File: config.mk
export PLATFORM = sky130hd
export DESIGN_NAME = mem_access_ctrl
export DESIGN_NICKNAME = d
export VERILOG_FILES = /design/src/rtl/mem_access_pkg.sv /design/src/rtl/mem_load_ext.sv /design/src/rtl/mem_access_ctrl.sv
export SDC_FILE = /design/constraint.sdc
export NUM_CORES = 1
export LEC_CHECK = 0
export ABC_AREA = 1
export ABC_CLOCK_PERIOD_IN_PS = 2500
export CAP_MARGIN = 20
export CELL_PAD_IN_SITES_DETAIL_PLACEMENT = 0
export CELL_PAD_IN_SITES_GLOBAL_PLACEMENT = 1
export CORE_UTILIZATION = 21
export CTS_CLUSTER_DIAMETER = 200
export DETAILED_ROUTE_END_ITERATION = 10
export MAX_ROUTING_LAYER = met4
export PLACE_DENSITY = 0.89
export SYNTH_ARGS = -nofsm -noshare
export SYNTH_HDL_FRONTEND = slang
export SYNTH_SLANG_ARGS = --single-unit
File: constraint.sdc
create_clock -name i_clk -period 2.5 [get_ports i_clk]
set_clock_uncertainty 0.1 [all_clocks]
set_input_delay 0.5 -clock i_clk [delete_from_list [all_inputs] [get_ports i_clk]]
set_output_delay 0.5 -clock i_clk [all_outputs]
set_load 0.005 [all_outputs]
File: src/rtl/mem_access_pkg.sv
// Shared definitions for the load/store controller: funct3 encodings,
// controller state type and the access-size helpers.
package mem_access_pkg;

    localparam logic [2:0] F3_B  = 3'b000;
    localparam logic [2:0] F3_H  = 3'b001;
    localparam logic [2:0] F3_W  = 3'b010;
    localparam logic [2:0] F3_BU = 3'b100;
    localparam logic [2:0] F3_HU = 3'b101;

    typedef enum logic [1:0] {
        ST_IDLE   = 2'd0,
        ST_ACCESS = 2'd1,
        ST_RESP   = 2'd2
    } state_e;

    // Byte-lane mask for an access; funct3[1:0] carries the size for both
    // signed and unsigned loads.
    function automatic logic [3:0] funct3_bmask(input logic [2:0] funct3);
        logic [3:0] mask;
        case (funct3[1:0])
            2'b00:   mask = 4'b0001;
            2'b01:   mask = 4'b0011;
            2'b10:   mask = 4'b1111;
            default: mask = 4'b0000;
        endcase
        return mask;
    endfunction

    // Stores only exist in signed-size form; loads reject the encodings
    // that RISC-V leaves undefined for RV32.
    function automatic logic funct3_invalid(input logic we, input logic [2:0] funct3);
        logic bad;
        if (we) begin
            bad = !((funct3 == F3_B) || (funct3 == F3_H) || (funct3 == F3_W));
        end else begin
            bad = (funct3 == 3'b011) || (funct3 == 3'b110) || (funct3 == 3'b111);
        end
        return bad;
    endfunction

endpackage

File: src/rtl/mem_load_ext.sv
// Sign/zero extension of the raw memory word according to the load funct3.
module mem_load_ext
    import mem_access_pkg::*;
(
    input  logic [2:0]  funct3_i,
    input  logic [31:0] rdata_i,
    output logic [31:0] data_o
);

    // Select and extend the low byte/half or pass the whole word.
    always_comb begin
        data_o = '0;
        case (funct3_i)
            F3_B:    data_o = {{24{rdata_i[7]}}, rdata_i[7:0]};
            F3_H:    data_o = {{16{rdata_i[15]}}, rdata_i[15:0]};
            F3_W:    data_o = rdata_i;
            F3_BU:   data_o = {24'd0, rdata_i[7:0]};
            F3_HU:   data_o = {16'd0, rdata_i[15:0]};
            default: data_o = '0;
        endcase
    end

endmodule

File: src/rtl/mem_access_ctrl.sv
// Two-requester load/store controller owning one port of the data memory.
// Round-robin arbitration, request capture, one memory access cycle and a
// one-cycle response; a grant may overlap the response cycle.
//
// state     | meaning
// ----------+-----------------------------------------------------------
// ST_IDLE   | nothing in flight, grant allowed
// ST_ACCESS | captured request drives the memory port
// ST_RESP   | owner's rvalid asserted, another grant allowed
module mem_access_ctrl
    import mem_access_pkg::*;
#(
    parameter int ADDR_W = 16
) (
    input  logic              i_clk,
    input  logic              i_reset,

    input  logic              i_a_req,
    input  logic              i_a_we,
    input  logic [2:0]        i_a_funct3,
    input  logic [31:0]       i_a_addr,
    input  logic [31:0]       i_a_wdata,
    output logic              o_a_gnt,
    output logic              o_a_rvalid,
    output logic [31:0]       o_a_rdata,
    output logic              o_a_err,

    input  logic              i_b_req,
    input  logic              i_b_we,
    input  logic [2:0]        i_b_funct3,
    input  logic [31:0]       i_b_addr,
    input  logic [31:0]       i_b_wdata,
    output logic              o_b_gnt,
    output logic              o_b_rvalid,
    output logic [31:0]       o_b_rdata,
    output logic              o_b_err,

    output logic [ADDR_W-1:0] o_mem_addr,
    output logic [31:0]       o_mem_wdata,
    output logic [3:0]        o_mem_bmask,
    output logic              o_mem_wren,
    input  logic [31:0]       i_mem_rdata
);

    state_e            state_q, state_d;
    // Last-granted pointer; since it moves on every grant it also names the
    // owner of the transaction currently in flight.
    logic              last_b_q, last_b_d;
    logic              we_q, we_d;
    logic [2:0]        f3_q, f3_d;
    logic [ADDR_W-1:0] addr_q, addr_d;
    logic [31:0]       wdata_q, wdata_d;
    logic              err_q, err_d;

    logic              can_gnt;
    logic              gnt_a, gnt_b, gnt_any;
    logic              sel_we;
    logic [2:0]        sel_f3;
    logic [31:0]       sel_addr;
    logic [31:0]       sel_wdata;
    logic [31:0]       ext_data;
    logic [31:0]       resp_data;

    // Round-robin arbitration and selection of the winning request.
    always_comb begin
        can_gnt   = (state_q == ST_IDLE) || (state_q == ST_RESP);
        gnt_a     = can_gnt && i_a_req && (!i_b_req || last_b_q);
        gnt_b     = can_gnt && i_b_req && (!i_a_req || !last_b_q);
        gnt_any   = gnt_a || gnt_b;
        sel_we    = gnt_b ? i_b_we     : i_a_we;
        sel_f3    = gnt_b ? i_b_funct3 : i_a_funct3;
        sel_addr  = gnt_b ? i_b_addr   : i_a_addr;
        sel_wdata = gnt_b ? i_b_wdata  : i_a_wdata;
    end

    assign o_a_gnt = gnt_a;
    assign o_b_gnt = gnt_b;

    // Next state and capture of the granted request.
    always_comb begin
        state_d  = state_q;
        last_b_d = last_b_q;
        we_d     = we_q;
        f3_d     = f3_q;
        addr_d   = addr_q;
        wdata_d  = wdata_q;
        err_d    = err_q;

        case (state_q)
            ST_IDLE:   if (gnt_any) state_d = ST_ACCESS;
            ST_ACCESS: state_d = ST_RESP;
            ST_RESP:   state_d = gnt_any ? ST_ACCESS : ST_IDLE;
            default:   state_d = ST_IDLE;
        endcase

        if (gnt_any) begin
            last_b_d = gnt_b;
            we_d     = sel_we;
            f3_d     = sel_f3;
            addr_d   = sel_addr[ADDR_W-1:0];
            wdata_d  = sel_wdata;
            err_d    = (sel_addr[31:ADDR_W] != '0) || funct3_invalid(sel_we, sel_f3);
        end
    end

    // State, pointer and capture registers.
    always_ff @(posedge i_clk or negedge i_reset) begin
        if (!i_reset) begin
            state_q  <= ST_IDLE;
            last_b_q <= 1'b1;
            we_q     <= 1'b0;
            f3_q     <= '0;
            addr_q   <= '0;
            wdata_q  <= '0;
            err_q    <= 1'b0;
        end else begin
            state_q  <= state_d;
            last_b_q <= last_b_d;
            we_q     <= we_d;
            f3_q     <= f3_d;
            addr_q   <= addr_d;
            wdata_q  <= wdata_d;
            err_q    <= err_d;
        end
    end

    mem_load_ext u_load_ext (
        .funct3_i (f3_q),
        .rdata_i  (i_mem_rdata),
        .data_o   (ext_data)
    );

    // Memory port during ACCESS, owner response during RESP, zero otherwise.
    always_comb begin
        o_mem_addr  = '0;
        o_mem_wdata = '0;
        o_mem_bmask = '0;
        o_mem_wren  = 1'b0;
        o_a_rvalid  = 1'b0;
        o_a_rdata   = '0;
        o_a_err     = 1'b0;
        o_b_rvalid  = 1'b0;
        o_b_rdata   = '0;
        o_b_err     = 1'b0;
        resp_data   = (we_q || err_q) ? 32'd0 : ext_data;

        if (state_q == ST_ACCESS) begin
            o_mem_addr  = addr_q;
            o_mem_wdata = wdata_q;
            o_mem_bmask = funct3_bmask(f3_q);
            o_mem_wren  = we_q && !err_q;
        end

        if (state_q == ST_RESP) begin
            if (last_b_q) begin
                o_b_rvalid = 1'b1;
                o_b_rdata  = resp_data;
                o_b_err    = err_q;
            end else begin
                o_a_rvalid = 1'b1;
                o_a_rdata  = resp_data;
                o_a_err    = err_q;
            end
        end
    end

endmodule

== Yosys cells after proc, flatten, opt, wreduce, memory -nomap -nowiden ==
Index checks and enable logic that the tools add are counted.

* Multiplexer cells: 28
* Eq/ne operators: 14
* Reduce and logical (&&, ||, !) cells: 25

{| class="wikitable"
|+ Operators by type and width
! cell !! count
|-
| 32-bit two-way mux || 8
|-
| 32-bit one-hot mux with 5 select lines || 1
|-
| 16-bit two-way mux || 1
|-
| 16-bit nonzero test || 1
|-
| 1-bit two-way mux || 13
|-
| 3-bit == test, second input constant || 4
|-
| 4-bit one-hot mux with 3 select lines || 1
|-
| 1-bit logical OR || 10
|-
| 3-bit by 2-bit == test with 1-bit output, second input constant || 3
|-
| 3-bit by 1-bit == test with 1-bit output, second input constant || 2
|-
| 3-bit logical NOT || 2
|-
| 2-bit one-hot mux with 3 select lines || 1
|-
| 1-bit logical AND || 5
|-
| 1-bit logical NOT || 5
|-
| 2-bit by 1-bit == test with 1-bit output, second input constant || 2
|-
| 2-bit == test, second input constant || 2
|-
| 2-bit logical NOT || 2
|-
| 4-bit two-way mux || 1
|-
| 3-bit two-way mux || 1
|-
| 2-bit two-way mux || 1
|-
| 2-bit != test, second input constant || 1
|}

* Bits in registers: 56

== Longest topological paths before layout ==
Gate-level depths: netlist of run 1.

* Depth in word-level cells: 12
* Mapped depth: 11
* Mapped depth without buffers: 10

== Modules after synthesis ==
A second synthesis of run 1 with hierarchy kept.

* Cells, all modules: 612
* Area total of the unflattened synthesis: 4,015.1 um^2

{| class="wikitable"
|+ Modules (own cells, without submodules)
! module !! times used !! area each (um^2) !! cells each
|-
| mem_access_ctrl || 1 || 3,482.1 || 528
|-
| mem_load_ext || 1 || 533.0 || 84
|}

== Least setup slack after synthesis of run 1 ==
Ideal clock, no wire load.

* Kind: flip-flop to output port
* Start: register f3_q[1]
* End: output port o_a_rdata[21]
* Arrival time: 1.474 ns
* Required time: 1.900 ns
* Stages on the path, launching flop included: 10
* Path slack: 0.426 ns
* Cells stage by stage: dfrtp_1 inv_1 ha_1 inv_1 o31ai_1 inv_1 buf_4 nand2_1 nand2_1 nor2_1

* Longest elaborated chain between the ends: 5

{| class="wikitable"
|+ Ends and longest elaborated chain
! item !! line !! text
|-
| start: declaration || mem_access_ctrl.sv:50 || <nowiki>logic [2:0] f3_q, f3_d;</nowiki>
|-
| start signal: assignment || mem_access_ctrl.sv:112 || <nowiki>f3_q <= '0;</nowiki>
|-
| start signal: assignment || mem_access_ctrl.sv:120 || <nowiki>f3_q <= f3_d;</nowiki>
|-
| 3-bit == test (tied with other cells) || mem_load_ext.sv:13 || <nowiki>case (funct3_i)</nowiki>
|-
| 32-bit one-hot mux with 5 select lines (*) || mem_load_ext.sv:13 ||
|-
| 32-bit two-way mux (*) || mem_access_ctrl.sv:145 || <nowiki>resp_data = (we_q || err_q) ? 32'd0 : ext_data;</nowiki>
|-
| 32-bit two-way mux (*) || mem_access_ctrl.sv:155 || <nowiki>if (last_b_q) begin</nowiki>
|-
| 32-bit two-way mux (*) || mem_access_ctrl.sv:154 || <nowiki>if (state_q == ST_RESP) begin</nowiki>
|-
| end: declaration || mem_access_ctrl.sv:25 || <nowiki>output logic [31:0] o_a_rdata,</nowiki>
|}

Mark *: on every way between the ends. The rest lies on a longest branch, timed or not.

== Worst setup path after layout of run 1 ==
* Start: register f3_q[0]
* End: output port o_a_rdata[30]

The elaborated chain is that of the path after synthesis.

==> results of run 1 <==
-- final cells by class --
cell class	instances	area (µm²)	share of cell area, %
timing repair buffer	355	3270	43.0
clock buffer	7	153	2.01
clock inverter	1	30.0	0.395
sequential	56	1400	18.5
inverter	69	272	3.57
tap	225	282	3.71
multi-input combinational	435	2190	28.8
-- layout by cell type, fill, tap and decap left out, types with 11 or more instances in the layout --
| cell type | instances |
|---|---|
| nor2_1 | 174 |
| clkdlybuf4s50_1 | 172 |
| nand2_1 | 92 |
| inv_1 | 59 |
| dlygate4sd2_1 | 59 |
| dfrtp_1 | 55 |
| buf_2 | 41 |
| a21oi_1 | 37 |
| o22ai_1 | 37 |
| buf_4 | 32 |
| nand2_2 | 26 |
| clkbuf_2 | 19 |
| buf_6 | 17 |
| nor2_2 | 13 |
| a31oi_1 | 11 |
-- path summary, 6_finish.rpt --
check | end | cells past startpoint | startpoint | slack (ps)
hold reg to reg | state_q[1] | 1 | state_q[1] | 400
setup / recovery | o_a_rdata[30] | 13 | f3_q[0] | -70
setup reg to reg | addr_q[10] | 8 | state_q[0] | 510
min in group i_clk | state_q[1] | 1 | state_q[1] | 400
hold / removal | wdata_q[25] | 2 | i_reset | 220
max in group asynchronous | f3_q[1] | 2 | i_reset | 1520
-- report_power, final --
part | internal, mW | switching, mW
clock | 0.529 | 0.350
sequential | 1.37 | 0.193
combinational | 2.13 | 2.28
-- timing repair --
action / CTS / global route
buffers inserted: 19 / 6
gates cloned: 4 / 0
gates resized for setup: 284 / 108
setup endpoints to repair: 120 / 67
pin swaps: 31 / 32
-- metrics by stage --
step	instance area (µm²)	worst slack, ps	setup TNS, ps
floorplan	3770	426	0
global placement	7120	-468	-15640
detailed placement	7120	-457	-16130
global route	7600	-188	-5720
CTS	7500	-112	-1050
finish	7600	-66.6	-867
-- routing by layer --
| layer | vias up | track usage, % | part of all wire [%] |
|---|---|---|---|
| li1 | 2505 | - | - |
| met1 | 2340 | 19.1 | 38 |
| met2 | 213 | 33.4 | 51 |
| met3 | 27 | 4.25 | 8.5 |
| met4 | 0 | 4.75 | 1.9 |
| met5 | - | - | 0 |
-- logic make-up after synthesis --
group	Yosys count
flip-flops	56
AND/OR/NAND/NOR	328
adder cells (fa/ha/maj)	4
buffers and inverters	106
AO/OA/AOI/OAI	103
-- flip-flops by register name (all words and copies together) (netlist names) --
name	count
err_q	1
f3_q	3
we_q	1
addr_q	16
wdata_q	32
state_q	2
last_b_q	1
==> run summary, run 1 <==
Worst-Margin Slew - 778 ps
P&R area growth vs syn - 102%
Worst-case clock buffer depth - 2
Top_reg_cell synth - dfrtp_1
RSZ-0062 raised after global routing - yes
Dominant cells by area after synthesis - dfrtp_1 (37%), nor2_1 (19%), nand2_1 (13%)
Register area share after synthesis - 37.2%
IO Count - 295
Avg Cell Area, Syn - 6.31 µm²
Max-slew headroom - 48.1%
Ratio of cells with drive above 1 in the final layout - 22.4%
Gate Count Post-Synth - 597
FP Rows - 48
Maximum vdd ir drop - 0.389 mV
Largest net degree at the start of global routing - 57
Max cap viols - 0
Crit-path most repeated cell - inv_2
CP max FO - 4
IO buf count - 294
Compound-Gate Fraction of Synth Area - 15.6%
Syn_nets - 773
Total number of vias - 5085
GRT Resource Usage Total - 18.1%
Final Util - 43.6%
Clock tree sinks - 56
WP data arrival - 1970 ps
Yosys cell types - 24
Root Buffer - clkbuf_16
Total Nets Final - 1098
Post-synth EDFFs - 0
Mapped Area - 3770 µm²
Drc violations - 0
CTS H-Tree Depth - 2
Worst-skew pair later-pin latency - 290 ps
Placed cells - 1112
Vias in the first global route - 5094
Failing checks - setup timing
Fmax - 390 MHz
Total overflow reported by the global router - 0
Hold Crit Class - in -> async
Yosys top cell area share - 36.5%
Lkg Pwr - 3.79 nW
Critical path cell sequence - inv_2 > ha_4 > inv_2 > nor2_2 > nand2_2 > o31ai_4 > inv_2 > buf_6 > buf_6 > nand2_1 > nand2_2 > nor2_1 > buf_2
WL final - 16.6 mm
Diode count - 0
Final ANT Viol Nets - 0
Post-route insts no fill - 1148
CTS tree - done
Final worst slack - -66.6 ps
Final setup vio count - 26
Mux share of post-synthesis cell area - 0%
Die extent in x - 136 µm
Post-Synth Adder-Cell Area - 1.33%
Post-layout min period - 2570 ps
Ys Warns - 0
Antenna violations before repair - 0
Period utilisation layout - 103%
Largest family of logic cells by synthesized area - simple AND/OR/NAND/NOR gates
Power, Total - 6.85 mW
Async SR Flop Fraction - 100%
First-pass GRT wire length - 25.4 mm
Placer's final routability congestion estimate - 0.786
Die Y - 136 µm
Worst Setup End Kind - output pin
Final Slew Violations - 0
Worst path top cell family by delay - buffers and inverters
Xor/xnor share of the synthesized area - 0%
PD cells - 902 nW/µm²
CTS buffer count - 5
Initial Util - 21.6%
Status - finished, violations left
Initial drt markers - 204
Most frequent cells after synthesis - nor2_1 (194), nand2_1 (127), inv_1 (65)
Simple-Gate Fraction of Synth Area - 33.7%
Core box area - 17400 µm²
Filler cells - 1812
DRT Pass-1 Iters - 4
Setup CP Type - reg -> out
CP Launch Type - flip-flop
Biggest area consumer among synthesized cells - dfrtp_1
Vias per inst - 4.43
CP max stage delay - 420 ps
CP max stage cell - dfrtp_1
Number of synthesized register bits - 56
WL per Instance - 14.5 µm
Final Hold Vio Count - 0
Area of the die - 18500 µm²
Most common cell in the netlist - nor2_1
Post-DP HPWL - 11.7 mm
# hold bufs at CTS - 0
Worst path required time - 1900 ps
Worst Path Buf+Inv - 6
Hold_ws - 217 ps
Clock transition at path regs - 80 ps
(Power assumes the default switching activity.)
==> inputs of run 2 (changes only) <==
--- a/constraint.sdc
+++ b/constraint.sdc
@@ -3,3 +3,3 @@
 set_input_delay 0.5 -clock i_clk [delete_from_list [all_inputs] [get_ports i_clk]]
 set_output_delay 0.5 -clock i_clk [all_outputs]
-set_load 0.005 [all_outputs]
+set_load 0.1 [all_outputs]
==> run summary, run 2 (same netlist as run 1, synthesis figures left out) <==
Status - finished, violations left (unchanged)
Failing checks - setup timing (unchanged)
Vias in the first global route - 5072 (was 5094)
Total number of vias - 5026 (was 5085)
Drc violations - 0 (unchanged)
Most frequent cells in the layout - clkdlybuf4s50_1 (170), buf_12 (130), nor2_1 (117) (was nor2_1 (174), clkdlybuf4s50_1 (172), nand2_1 (92))
Comb power frac - 78.9% (was 64.4%)
Final Instance Area - 9450 µm² (was 7600 µm²)
Lkg Pwr - 3.89 nW (was 3.79 nW)
IO buf count - 294 (unchanged)
Vias per inst - 4.52 (was 4.43)
Top flop regs - wdata_q: 32 flops, addr_q: 16 flops, f3_q: 3 flops (unchanged)
RSZ-0062 raised after global routing - yes (unchanged)
WL per Instance - 15.4 µm (was 14.5 µm)
Most common cell after layout, fill and taps aside - clkdlybuf4s50_1 (was nor2_1)
Final worst slack - -115 ps (was -66.6 ps)
Final Hold Vio Count - 0 (unchanged)
First-pass GRT wire length - 25.7 mm (was 25.4 mm)
Worst Setup End Kind - output pin (unchanged)
CTS tree - done (unchanged)
Clock transition at path regs - 70 ps (was 80 ps)
Post-layout min period - 2620 ps (was 2570 ps)
Largest register FFs - 32 (unchanged)
Die Y - 136 µm (unchanged)
Internal reg-to-reg setup slack - 690 ps (was 510 ps)
Setup_tns - -3530 ps (was -867 ps)
Post-DP HPWL - 12.5 mm (was 11.7 mm)
Worst-case clock buffer depth - 2 (unchanged)
Final ANT Viol Nets - 0 (unchanged)
Die extent in x - 136 µm (unchanged)
Power, Total - 10.9 mW (was 6.85 mW)
Max-slew headroom - 65.7% (was 48.1%)
Net switching power - 6.28 mW (was 2.83 mW)
Clock tree sinks - 56 (unchanged)
Largest net degree at the start of global routing - 57 (unchanged)
Seq pwr share - 14.3% (was 22.8%)
Total Nets Final - 1063 (was 1098)
Reg2reg start - last_b_q (was state_q[0])
Diode count - 0 (unchanged)
Core box area - 17400 µm² (unchanged)
Maximum vdd ir drop - 0.806 mV (was 0.389 mV)
Area of the die - 18500 µm² (unchanged)
Internal - 4.60 mW (was 4.02 mW)
Sw frac - 57.7% (was 41.3%)
Placer's final routability congestion estimate - 0.849 (was 0.786)
GRT Resource Usage Total - 18.1% (about the same)
Cells on worst reg2reg path - 5 (was 8)
Ratio of cells with drive above 1 in the final layout - 34.4% (was 22.4%)
Initial drt markers - 189 (was 204)
DRT Pass-1 Iters - 4 (unchanged)
Antenna violations before repair - 0 (unchanged)
Setup CP Type - in -> out (was reg -> out)
P&R area growth vs syn - 151% (was 102%)
WL final - 17.2 mm (was 16.6 mm)
Final setup vio count - 55 (was 26)
IO Count - 295 (unchanged)
# hold bufs at CTS - 0 (unchanged)
Reg-to-reg endpoint - wdata_q[5] (was addr_q[10])
PD cells - 1150 nW/µm² (was 902 nW/µm²)
Worst-Margin Slew - 514 ps (was 778 ps)
Initial Util - 21.6% (unchanged)
Period utilisation layout - 105% (was 103%)
Final Slew Violations - 0 (unchanged)
Worst-skew pair later-pin latency - 290 ps (about the same)
Worst path required time - 1900 ps (about the same)
Hold Crit Class - in -> async (unchanged)
Clock Power Share - 6.7% (was 12.8%)
Reg with most FFs - wdata_q (unchanged)
Placed cell area - 8740 µm² (was 7120 µm²)
Root Buffer - clkbuf_16 (unchanged)
Register area - 1400 µm² (unchanged)
Total overflow reported by the global router - 0 (unchanged)
Multi-input logic area - 2850 µm² (was 2190 µm²)
Fmax - 382 MHz (was 390 MHz)
WP data arrival - 2020 ps (was 1970 ps)
CTS buffer count - 5 (unchanged)
CP Launch Type - input port (was flip-flop)
Max cap viols - 0 (unchanged)
CTS H-Tree Depth - 2 (unchanged)
FP Rows - 48 (unchanged)
Filler cells - 1529 (was 1812)
Hold_ws - 111 ps (was 217 ps)
CP max FO - 8 (was 4)
==> run 2: cell count changes in the layout (fill, tap and decap cells not counted), moves of 12 or more <==
cell and change:
buf_12 +123, buf_2 -40, buf_4 -19, buf_6 -12, clkbuf_2 -19, dlygate4sd2_1 -59, nand2_1 -13, nand2_4 +15
nor2_1 -57, nor2_4 +63
==> run 2: layout make-up <==
cell class	instances	share of cell area, %
tap	225	2.98
clock buffer	6	1.47
clock inverter	1	0.0927
multi-input combinational	435	30.1
sequential	56	14.8
timing repair buffer	319	47.2
inverter	69	3.14
timing repair inverter	1	0.0927
==> run 2: worst max path at each step <==
stage	from	to	slack [ps]	cells past startpoint
after floorplan	state_q[0]	o_mem_addr[11]	-260	5
after global placement	i_mem_rdata[15]	o_b_rdata[28]	-150	9
after detailed placement	i_mem_rdata[15]	o_a_rdata[25]	-140	9
after CTS	f3_q[0]	o_a_rdata[25]	-80	10
after global routing	f3_q[0]	o_a_rdata[29]	-180	10
final	i_mem_rdata[15]	o_a_rdata[25]	-120	9
==> run 2: worst max-delay path: stages <==
cell and delay [ps]:
clkdlybuf4s50_1 450, inv_1 80, o31ai_4 230, inv_2 110, buf_12 170, nand2_4 60
nand2_4 70, nor2_4 150, buf_12 180
==> run 2: power groups by stage <==
stage	Clock, mW	Sequential [mW]	Combinational [mW]
2_1_floorplan	0	1.52	5.24
3_3_place_gp	0	1.55	7.78
3_5_place_dp	0	1.57	7.84
4_1_cts	0.769	1.56	8.11
5_1_grt	0.802	1.62	9.01
6_report	0.734	1.56	8.59
==> run 2: per-layer routing <==
metal | up-vias | global-route usage (%) | wire length [µm]
met1 | 2313 | 19.6 | 6740
met5 | - | - | 0
met3 | 29 | 3.91 | 1250
li1 | 2441 | - | -
met4 | 0 | 6.17 | 452
met2 | 243 | 32.7 | 8720
==> run 2: stage by stage <==
| step | utilization [%] | instances | setup WS (ps) |
|---|---|---|---|
| floorplan | - | 597 | -255 |
| global route | 54.2 | 1112 | -182 |
| finish | 54.2 | 1112 | -115 |
| global placement | 50.2 | 1096 | -147 |
| CTS | 52.2 | 1108 | -82.4 |
| detailed placement | 50.2 | 1096 | -145 |
==> run 2: repair_timing <==
item	CTS	global route
pin swaps	39	40
cloned	2	2
endpoints found under the setup margin	64	70
buffers inserted	3	2
gates resized for setup	50	83
hold endpoints to repair	0	0
==> inputs of run 3 (changes only) <==
- CORE_MARGIN: default -> 2
- SLEW_MARGIN: default -> 40
==> run summary, run 3 (same netlist as run 1, synthesis figures left out) <==
Post-DP HPWL - 12.8 mm (was 12.5 mm)
Placed cell area - 8810 µm² (was 8740 µm²)
IO buf count - 294 (unchanged)
Final Hold Vio Count - 0 (unchanged)
Clock tree sinks - 56 (unchanged)
GRT Resource Usage Total - 17.4% (was 18.1%)
Failing checks - setup timing (unchanged)
Vias per inst - 4.42 (was 4.52)
Max-slew headroom - 65.6% (was 65.7%)
Die extent in x - 138 µm (was 136 µm)
Largest net degree at the start of global routing - 34 (was 57)
Filler cells - 1546 (was 1529)
Max cap viols - 0 (unchanged)
CP Launch Type - input port (unchanged)
FP Rows - 48 (unchanged)
Internal reg-to-reg setup slack - 740 ps (was 690 ps)
P&R area growth vs syn - 147% (was 151%)
Setup CP Type - in -> out (unchanged)
Final ANT Viol Nets - 0 (unchanged)
Worst-skew pair later-pin latency - 300 ps (was 290 ps)
Reg-to-reg endpoint - addr_q[5] (was wdata_q[5])
Final worst slack - -183 ps (was -115 ps)
Top flop regs - wdata_q: 32 flops, addr_q: 16 flops, f3_q: 3 flops (unchanged)
Place WS - -186 ps (was -145 ps)
Placed cells - 1101 (was 1096)
First-pass GRT wire length - 25.3 mm (was 25.7 mm)
PD cells - 1150 nW/µm² (about the same)
Most frequent cells in the layout - clkdlybuf4s50_1 (170), buf_12 (130), nor2_1 (118) (was clkdlybuf4s50_1 (170), buf_12 (130), nor2_1 (117))
Total Nets Final - 1070 (was 1063)
Total overflow reported by the global router - 0 (unchanged)
IO Count - 295 (unchanged)
Hold_ws - 67.1 ps (was 111 ps)
Initial drt markers - 163 (was 189)
Most common cell after layout, fill and taps aside - clkdlybuf4s50_1 (unchanged)
Lkg Pwr - 3.82 nW (was 3.89 nW)
Reg2reg start - last_b_q (unchanged)
Antenna violations before repair - 0 (unchanged)
Total number of vias - 4953 (was 5026)
Fmax - 373 MHz (was 382 MHz)
Worst-case clock buffer depth - 2 (unchanged)
Maximum vdd ir drop - 0.707 mV (was 0.806 mV)
Hold Crit Class - in -> async (unchanged)
RSZ-0062 raised after global routing - yes (unchanged)
DRT Pass-1 Iters - 4 (unchanged)
Area of the die - 19000 µm² (was 18500 µm²)
CTS H-Tree Depth - 2 (unchanged)
WP data arrival - 2080 ps (was 2020 ps)
Final Slew Violations - 0 (unchanged)
Core box area - 17400 µm² (unchanged)
Cells on worst reg2reg path - 7 (was 5)
Die Y - 138 µm (was 136 µm)
Largest register FFs - 32 (unchanged)
Drc violations - 0 (unchanged)
Initial Util - 21.6% (unchanged)
Worst-Margin Slew - 517 ps (was 514 ps)
Final Instance Area - 9300 µm² (was 9450 µm²)
WL final - 16.7 mm (was 17.2 mm)
# hold bufs at CTS - 0 (unchanged)
Clock transition at path regs - 80 ps (was 70 ps)
Worst Setup End Kind - output pin (unchanged)
Root Buffer - clkbuf_16 (unchanged)
Reg with most FFs - wdata_q (unchanged)
CP max FO - 8 (unchanged)
Ratio of cells with drive above 1 in the final layout - 33.4% (was 34.4%)
Worst path required time - 1900 ps (about the same)
CTS tree - done (unchanged)
Final setup vio count - 56 (was 55)
Period utilisation layout - 107% (was 105%)
Status - finished, violations left (unchanged)
Placer's final routability congestion estimate - 0.787 (was 0.849)
CTS buffer count - 5 (unchanged)
Post-route insts no fill - 1121 (was 1112)
Post-layout min period - 2680 ps (was 2620 ps)
Vias in the first global route - 5054 (was 5072)
Final Util - 53.4% (was 54.2%)
WL per Instance - 14.9 µm (was 15.4 µm)
run 3: cell types whose count changed in the layout (fill, tap and decap cells not counted), moves of 2 or more:
cell,previous run,this run
nand2_8,8,4
nand2_4,25,6
buf_4,13,21
nand2_1,79,93
clkinv_8,2,0
nand2_2,16,25
run 3: per-layer routing:
metal / part of all wire, % / global-route usage [%] / vias up
li1: - / - / 2455
met1: 38 / 19.2 / 2266
met2: 51 / 31.2 / 211
met3: 8.6 / 4.24 / 21
met4: 2.0 / 4.65 / 0
met5: 0 / - / -
run 3: per-stage QoR:
stage          total power [mW]  TNS [ps]
3_5_place_dp               9.50     -4830
3_3_place_gp               9.42     -2600
5_1_grt                    11.2    -12170
4_1_cts                    10.5     -4260
2_1_floorplan              6.76    -16310
6_report                   10.7     -5810
run 3: worst max-delay path, cell delays in order:
cell and delay (ps):
clkdlybuf4s50_1 450, inv_1 50, o31ai_2 250, inv_2 130
clkbuf_16 180, nand2_1 70, nand2_2 100, nor2_4 150
buf_12 180
run 3: how the worst max path moves through the flow:
stage	slack, ps	startpoint	end	cells after the start
global route	-270	f3_q[0]	o_a_rdata[30]	12
finish	-180	i_mem_rdata[15]	o_a_rdata[30]	9
CTS	-90	i_mem_rdata[15]	o_b_rdata[22]	9
floorplan	-260	state_q[0]	o_mem_addr[11]	5
global placement	-120	i_mem_rdata[15]	o_b_rdata[22]	9
detailed placement	-190	i_mem_rdata[15]	o_b_rdata[22]	9
run 3: layout make-up:
class	count	area, µm²	area share, %
Clock buffer	6	129	1.39
Tap cell	225	282	3.03
Timing Repair Buffer	327	4540	48.8
Clock inverter	2	13.8	0.148
Inverter	69	279	3.00
Antenna cell	1	2.50	0.0269
Sequential cell	56	1400	15.1
Multi-Input combinational cell	435	2660	28.6
run 3: power by group:
part           internal, mW  switching, mW
Sequential             1.37          0.188
Combinational          2.83           5.55
Clock                 0.376          0.344
run 3: timing repair:
action                     in CTS  in global routing
pin swaps                      44                 17
setup buffers                   5                  3
resized for setup              51                 26
setup endpoints to repair      64                 66
gates cloned                    2                  1
